[config.mk]
export PLATFORM = sky130hd
export DESIGN_NAME = if_fetch_unit_flat
export DESIGN_NICKNAME = d
export VERILOG_FILES = /design/src/rtl/if_fetch_unit_pkg.sv /design/src/rtl/if_fetch_unit_if.sv /design/src/rtl/if_fetch_unit_next_pc.sv /design/src/rtl/if_fetch_unit.sv /design/src/flat_wrapper.sv
export SDC_FILE = /design/constraint.sdc
export NUM_CORES = 1
export LEC_CHECK = 0
export CAP_MARGIN = 30
export CORE_ASPECT_RATIO = 0.5
export CORE_MARGIN = 1
export CORE_UTILIZATION = 36
export CTS_CLUSTER_SIZE = 30
export DETAILED_ROUTE_END_ITERATION = 6
export MAX_ROUTING_LAYER = met4
export PLACE_DENSITY = 0.67
export SLEW_MARGIN = 5
export SYNTH_ARGS = -nofsm -noshare
export SYNTH_HDL_FRONTEND = slang
export SYNTH_SLANG_ARGS = --single-unit
[constraint.sdc]
create_clock -name clk -period 2.3 [get_ports clk]
set_clock_uncertainty 0.15 [all_clocks]
set_input_delay 0.69 -clock clk [delete_from_list [all_inputs] [get_ports clk]]
set_output_delay 0.69 -clock clk [all_outputs]
set_load 0.005 [all_outputs]
[src/rtl/if_fetch_unit_pkg.sv]
// Shared definitions for the instruction-fetch slice: FSM encoding, reset PC,
// the nop word and the debug view of fetch state.
package if_fetch_unit_pkg;

    typedef enum logic [1:0] {
        S_REQ  = 2'd0,
        S_WAIT = 2'd1,
        S_HOLD = 2'd2
    } fetch_state_e;

    localparam logic [31:0] RESET_PC_DEFAULT = 32'h0000_3000;
    localparam logic [31:0] NOP_WORD         = 32'h0000_0000;

    typedef struct packed {
        fetch_state_e state;
        logic         f_valid;
        logic         pend_redir;
    } fetch_dbg_t;

endpackage

[src/rtl/if_fetch_unit_if.sv]
// Instruction-memory request/response bus between the fetch unit (master)
// and the instruction memory (slave).
interface if_fetch_unit_if #(
    parameter int ADDR_W = 32
);
    // A request transfers on a rising edge where imem_req && imem_ready; the
    // master keeps imem_req/imem_addr stable until then. imem_rvalid is a
    // one-cycle pulse, at least one cycle after the transfer, with imem_rdata.
    logic              imem_req;
    logic [ADDR_W-1:0] imem_addr;
    logic              imem_ready;
    logic              imem_rvalid;
    logic [31:0]       imem_rdata;

    modport master (
        output imem_req,
        output imem_addr,
        input  imem_ready,
        input  imem_rvalid,
        input  imem_rdata
    );

    modport slave (
        input  imem_req,
        input  imem_addr,
        output imem_ready,
        output imem_rvalid,
        output imem_rdata
    );
endinterface

[src/rtl/if_fetch_unit_next_pc.sv]
// Next fetch PC select: current redirect, then latched redirect, then pc+4,
// always word aligned.
module if_fetch_unit_next_pc #(
    parameter int ADDR_W = 32
) (
    input  logic [ADDR_W-1:0] pc,
    input  logic              redirect_valid,
    input  logic [ADDR_W-1:0] redirect_pc,
    input  logic              pend_redir,
    input  logic [ADDR_W-1:0] pend_pc,
    output logic [ADDR_W-1:0] next_pc
);
    localparam logic [ADDR_W-1:0] ALIGN_MASK = ~ADDR_W'(3);

    logic [ADDR_W-1:0] raw_pc;

    always_comb begin
        raw_pc = pc + ADDR_W'(4);
        if (redirect_valid) begin
            raw_pc = redirect_pc;
        end else if (pend_redir) begin
            raw_pc = pend_pc;
        end
        next_pc = raw_pc & ALIGN_MASK;
    end
endmodule

[src/rtl/if_fetch_unit.sv]
// Fetch stage: one outstanding instruction-memory request at a time, a
// one-word buffer feeding IF/ID, and MIPS delay-slot redirect handling.
module if_fetch_unit
    import if_fetch_unit_pkg::*;
#(
    parameter int                ADDR_W   = 32,
    parameter logic [ADDR_W-1:0] RESET_PC = ADDR_W'(RESET_PC_DEFAULT)
) (
    input  logic              clk,
    input  logic              reset,
    input  logic              stall,
    input  logic              redirect_valid,
    input  logic [ADDR_W-1:0] redirect_pc,
    if_fetch_unit_if.master   imem,
    output logic [ADDR_W-1:0] F_PC,
    output logic [31:0]       F_Instr,
    output logic              fd_wren,
    output logic              fd_flush,
    output fetch_dbg_t        dbg
);
    localparam logic [ADDR_W-1:0] ALIGN_MASK = ~ADDR_W'(3);

    fetch_state_e      state_q, state_d;
    logic [ADDR_W-1:0] pc_q, pc_d;
    logic [ADDR_W-1:0] pend_pc_q, pend_pc_d;
    logic              pend_redir_q, pend_redir_d;
    logic              f_valid_q, f_valid_d;
    logic [ADDR_W-1:0] f_pc_q, f_pc_d;
    logic [31:0]       f_instr_q, f_instr_d;
    logic [ADDR_W-1:0] next_pc;
    logic              handoff;

    assign handoff = f_valid_q && !stall;

    if_fetch_unit_next_pc #(.ADDR_W(ADDR_W)) u_next_pc (
        .pc             (pc_q),
        .redirect_valid (redirect_valid),
        .redirect_pc    (redirect_pc),
        .pend_redir     (pend_redir_q),
        .pend_pc        (pend_pc_q),
        .next_pc        (next_pc)
    );

    always_ff @(posedge clk) begin
        if (reset) begin
            state_q <= S_REQ;
        end else begin
            state_q <= state_d;
        end
    end

    always_comb begin
        state_d = state_q;
        case (state_q)
            S_REQ:   if (imem.imem_ready)  state_d = S_WAIT;
            S_WAIT:  if (imem.imem_rvalid) state_d = S_HOLD;
            S_HOLD:  if (handoff)          state_d = S_REQ;
            default:                       state_d = S_REQ;
        endcase
    end

    always_comb begin
        imem.imem_req  = (state_q == S_REQ) && !reset;
        imem.imem_addr = pc_q & ALIGN_MASK;
        fd_wren        = handoff;
        fd_flush       = !f_valid_q && !stall;
    end

    // The buffered word is the delay slot of any redirect seen before its
    // handoff, so a redirect only steers the PC that follows the handoff.
    always_comb begin
        pc_d         = pc_q;
        pend_pc_d    = pend_pc_q;
        pend_redir_d = pend_redir_q;
        f_valid_d    = f_valid_q;
        f_pc_d       = f_pc_q;
        f_instr_d    = f_instr_q;
        if (state_q == S_WAIT && imem.imem_rvalid) begin
            f_valid_d = 1'b1;
            f_pc_d    = pc_q;
            f_instr_d = imem.imem_rdata;
        end
        if (handoff) begin
            f_valid_d    = 1'b0;
            pc_d         = next_pc;
            pend_redir_d = 1'b0;
        end else if (redirect_valid) begin
            pend_redir_d = 1'b1;
            pend_pc_d    = redirect_pc;
        end
    end

    always_ff @(posedge clk) begin
        if (reset) begin
            pc_q         <= RESET_PC;
            pend_pc_q    <= '0;
            pend_redir_q <= 1'b0;
            f_valid_q    <= 1'b0;
            f_pc_q       <= '0;
            f_instr_q    <= NOP_WORD;
        end else begin
            pc_q         <= pc_d;
            pend_pc_q    <= pend_pc_d;
            pend_redir_q <= pend_redir_d;
            f_valid_q    <= f_valid_d;
            f_pc_q       <= f_pc_d;
            f_instr_q    <= f_instr_d;
        end
    end

    assign F_PC           = f_pc_q;
    assign F_Instr        = f_instr_q;
    assign dbg.state      = state_q;
    assign dbg.f_valid    = f_valid_q;
    assign dbg.pend_redir = pend_redir_q;
endmodule

[src/flat_wrapper.sv]
// flat-port wrapper written by rule: the top's interface ports become plain ports
module if_fetch_unit_flat import if_fetch_unit_pkg::*;
#(
    parameter int                ADDR_W   = 32,
    parameter logic [ADDR_W-1:0] RESET_PC = ADDR_W'(RESET_PC_DEFAULT)
)
  (clk, reset, stall, redirect_valid, redirect_pc, F_PC, F_Instr, fd_wren, fd_flush, dbg, imem_imem_req, imem_imem_addr, imem_imem_ready, imem_imem_rvalid, imem_imem_rdata);
  if_fetch_unit_if #(.ADDR_W(ADDR_W)) imem_i ();
  input  logic clk;
  input  logic reset;
  input  logic stall;
  input  logic redirect_valid;
  input  logic [ADDR_W-1:0] redirect_pc;
  output logic [ADDR_W-1:0] F_PC;
  output logic [31:0] F_Instr;
  output logic fd_wren;
  output logic fd_flush;
  output fetch_dbg_t dbg;
  output wire logic [$bits(imem_i.imem_req)-1:0] imem_imem_req;
  output wire logic [$bits(imem_i.imem_addr)-1:0] imem_imem_addr;
  input wire logic [$bits(imem_i.imem_ready)-1:0] imem_imem_ready;
  input wire logic [$bits(imem_i.imem_rvalid)-1:0] imem_imem_rvalid;
  input wire logic [$bits(imem_i.imem_rdata)-1:0] imem_imem_rdata;
  assign imem_imem_req = imem_i.imem_req;
  assign imem_imem_addr = imem_i.imem_addr;
  assign imem_i.imem_ready = imem_imem_ready;
  assign imem_i.imem_rvalid = imem_imem_rvalid;
  assign imem_i.imem_rdata = imem_imem_rdata;
  if_fetch_unit #(.ADDR_W(ADDR_W), .RESET_PC(RESET_PC)) u_core (.clk(clk), .reset(reset), .stall(stall), .redirect_valid(redirect_valid), .redirect_pc(redirect_pc), .imem(imem_i), .F_PC(F_PC), .F_Instr(F_Instr), .fd_wren(fd_wren), .fd_flush(fd_flush), .dbg(dbg));
endmodule
==> impl_metrics.csv <==
group,metric,value,unit
final_layout,drive_gt1_share,13.6,%
status,violations,"design-rule violations",
timing,rsz0062_at_grt,"no",
power,p_switching,1.50,mW
global_route,grt_max_degree,60,
power,irDropWorstVdd,0.000526,V
routing,ant_nets,0,
power,switching_share,25.5,%
clocking,cts_root_buf,"clkbuf_16",
global_route,grt_usage,22.8,%
yosys,synth_edf_count,0,
power,power,5.86,mW
yosys,synth_cells,739,
final_layout,layout_commonest_cell,"nand2_1",
yosys,async_reset_ff_share,0,%
final_layout,final_cell_mix,"nand2_1, clkdlybuf4s50_1, a21oi_1",
power,intPower,4.37,mW
die,io_pins,173,
yosys,ys_ff_latch,126,
clocking,clk_pin_slew,0.06,ns
yosys,synth_flop_cell,"dfxtp_1",
die,initial_core_util,37.9,%
critical_path,rrSetupSlack,0.18,ns
worst_hold_path,worstHoldStart,"u_core.F_Instr[14]$_SDFFE_PP0P_",
timing,min_period,2.25,ns
power,p_per_area,693,mW/mm2
global_route,antenna_found_initial,0,
yosys,yosysWarnings,0,
power,pwr-share-comb,12.5,%
timing,slew_viol_final,0,
power,cellLeakagePower,3.07,nW
power,power_frac_seq,39.8,%
power,power.share.clock,47.7,%
final_layout,syn2layout_area_growth,49.7,%
die,rows,31,
timing,final.setup.worst_slack,0.0462,ns
final_layout,diodes,0,
critical_path,critPathArrivalTime,1.41,ns
status,status,"finished with violations",
clocking,hold_buffers,0,
routing,dr.first_iter.drc_count,538,
yosys,yosys.cell_types.count,60,
clocking,clk-insertion-delay-late,0.42,ns
placement,pre_cts_slack,-0.462,ns
critical_path,start_kind,"flip-flop",
clocking,cts_tree,"done",
die,die-area,0.0162,mm2
die,die_w,179,um
critical_path,critPathCaptureType,"output pin",
clocking,cts_inserted_buffers,17,
routing,wl_per_cell,16.0,um
run,max_cap_viol_count,0,
routing,routed_wl,18000,um
timing,finalSetupViolations,0,
final_layout,fin_util,56.8,%
placement,globalplace.congestion,0.922,
critical_path,cp-endpoint,"imem_imem_addr[20]",
global_route,grt_first_pass_wirelength,28300,um
critical_path,worstRegToRegCells,6,
critical_path,reg2reg_to,"u_core.pc_q[30]$_SDFFE_PP0P_",
routing,drt_pass1_iterations,7,
critical_path,critical_path_class,"flip-flop to output pin",
placement,dp_hpwl,12700,um
global_route,grt_pass1_vias,5284,
worst_hold_path,hold_class,"flip-flop to flip-flop",
critical_path,crit_start,"u_core.pc_q[20]$_SDFFE_PP0P_",
critical_path,rr_startpoint,"u_core.pc_q[2]$_SDFFE_PP0P_",
yosys,syn-cell-area,0.00565,mm2
placement,port_buffers,166,
routing,via_per_inst,5.17,
clocking,h-tree-depth,4,
clocking,cts_sinks,126,
yosys,synth_seq_area_share,44.6,%
timing,hold_viol_final,0,
global_route,globalRouteOverflowTotal,0,
die,dieHeight,90.6,um
final_layout,layout.nets,989,
routing,drc,24,
routing,vias,5841,
critical_path,cp.required,1.46,ns
critical_path,cp_max_fo,4,
timing,fmax,444,MHz
clocking,cts.path.max_buffers,2,
timing,min_period_over_period,98.0,%
die,core,0.0149,mm2
yosys,avgSynthCellArea,7.65,um2
-- per-stage QoR --
stage / hold WS [ns] / TNS [ns] / area [um2] / instances
6_report: 0.301 / 0 / 8460 / 1129
5_1_grt: 0.318 / 0 / 8460 / 1129
4_1_cts: 0.304 / 0 / 8430 / 1129
3_5_place_dp: 0.295 / -11.16 / 7790 / 1097
3_3_place_gp: 0.291 / -10.15 / 7790 / 1097
2_1_floorplan: 0.281 / 0 / 5670 / 742
-- timing repair --
action                     CTS  global route
pin swaps                    0             0
gates cloned                 0             0
hold endpoints to repair     0             0
setup buffers                0             0
setup endpoints to repair   12            11
resized for setup           19            13
-- routing by layer --
metal	global-route usage [%]	wire [um]	vias to the layer above
met1	30.3	8360	2711
met2	34.6	8050	202
met4	5.39	188	0
met5	-	0	-
li1	-	-	2906
met3	5.85	1440	22
-- how the worst min path moves through the flow --
| stage | end | slack [ns] | depth (start not counted) |
|---|---|---|---|
| after floorplan | u_core.pend_pc_q[17]$_SDFFE_PP0P_ | 0.28 | 2 |
| after global placement | u_core.pend_pc_q[17]$_SDFFE_PP0P_ | 0.29 | 2 |
| after detailed placement | u_core.F_Instr[30]$_SDFFE_PP0P_ | 0.30 | 2 |
| after CTS | u_core.F_Instr[30]$_SDFFE_PP0P_ | 0.30 | 2 |
| after global routing | u_core.F_Instr[8]$_SDFFE_PP0P_ | 0.32 | 2 |
| final | u_core.F_Instr[14]$_SDFFE_PP0P_ | 0.30 | 2 |
-- cells in the mapped netlist, types with 4 or more instances --
cell / n / share of area, %
o22ai_1: 14 / 1.5
nor3_2: 4 / 0.71
a22oi_1: 5 / 0.66
buf_4: 7 / 0.93
mux2i_1: 4 / 0.71
inv_1: 8 / 0.53
clkbuf_1: 49 / 3.3
dfxtp_1: 126 / 45
nand2b_1: 4 / 0.44
o211ai_1: 6 / 0.80
o21ai_0: 21 / 1.9
a21oi_1: 115 / 10
xnor2_1: 5 / 0.77
and4_1: 5 / 0.77
buf_2: 10 / 0.89
nor2_1: 31 / 2.1
xor2_1: 8 / 1.2
nand4_1: 11 / 1.2
nand3_1: 9 / 0.80
nor3_1: 10 / 0.89
nand2_1: 215 / 14
a211oi_1: 15 / 2.0
-- cell families after synthesis --
family,Yosys count,share of synthesized area [%]
AND/OR/NAND/NOR,312,25.1
AO/OA/AOI/OAI,202,21.0
flip-flops,126,44.6
buffers and inverters,78,5.87
XOR/XNOR,13,2.02
multiplexers,6,1.11
adder cells (fa/ha/maj),1,0.221
other,1,0.0664
-- power groups by stage --
stage          Clock, mW  Combinational [mW]  Sequential [mW]
2_1_floorplan          0               0.327             2.37
3_3_place_gp           0               0.717             2.38
4_1_cts             2.84               0.729             2.33
3_5_place_dp           0               0.725             2.38
5_1_grt             2.95               0.799             2.35
6_report            2.79               0.732             2.33
-- registers in the layout, summed over array words and instances (netlist names) --
register and flops:
u_core.F_PC 30, u_core.state_q 2, u_core.pend_pc_q 30, u_core.pc_q 30, u_core.F_Instr 32, u_core.f_valid_q 1, u_core.pend_redir_q 1
-- area by class of cell --
| cell class | count | area [um2] |
|---|---|---|
| Sequential cell | 126 | 2540 |
| Fill cell | 1361 | 6440 |
| Timing Repair Buffer | 226 | 2190 |
| Inverter | 9 | 36.3 |
| Multi-Input combinational cell | 538 | 2830 |
| Clock buffer | 17 | 425 |
| Clock inverter | 15 | 186 |
| Tap cell | 198 | 248 |
-- worst max-delay path: stages (launching register included) --
cell	delay, ns
dfxtp_1	0.34
buf_4	0.15
clkdlybuf4s50_1	0.51
(Power assumes the default switching activity.)
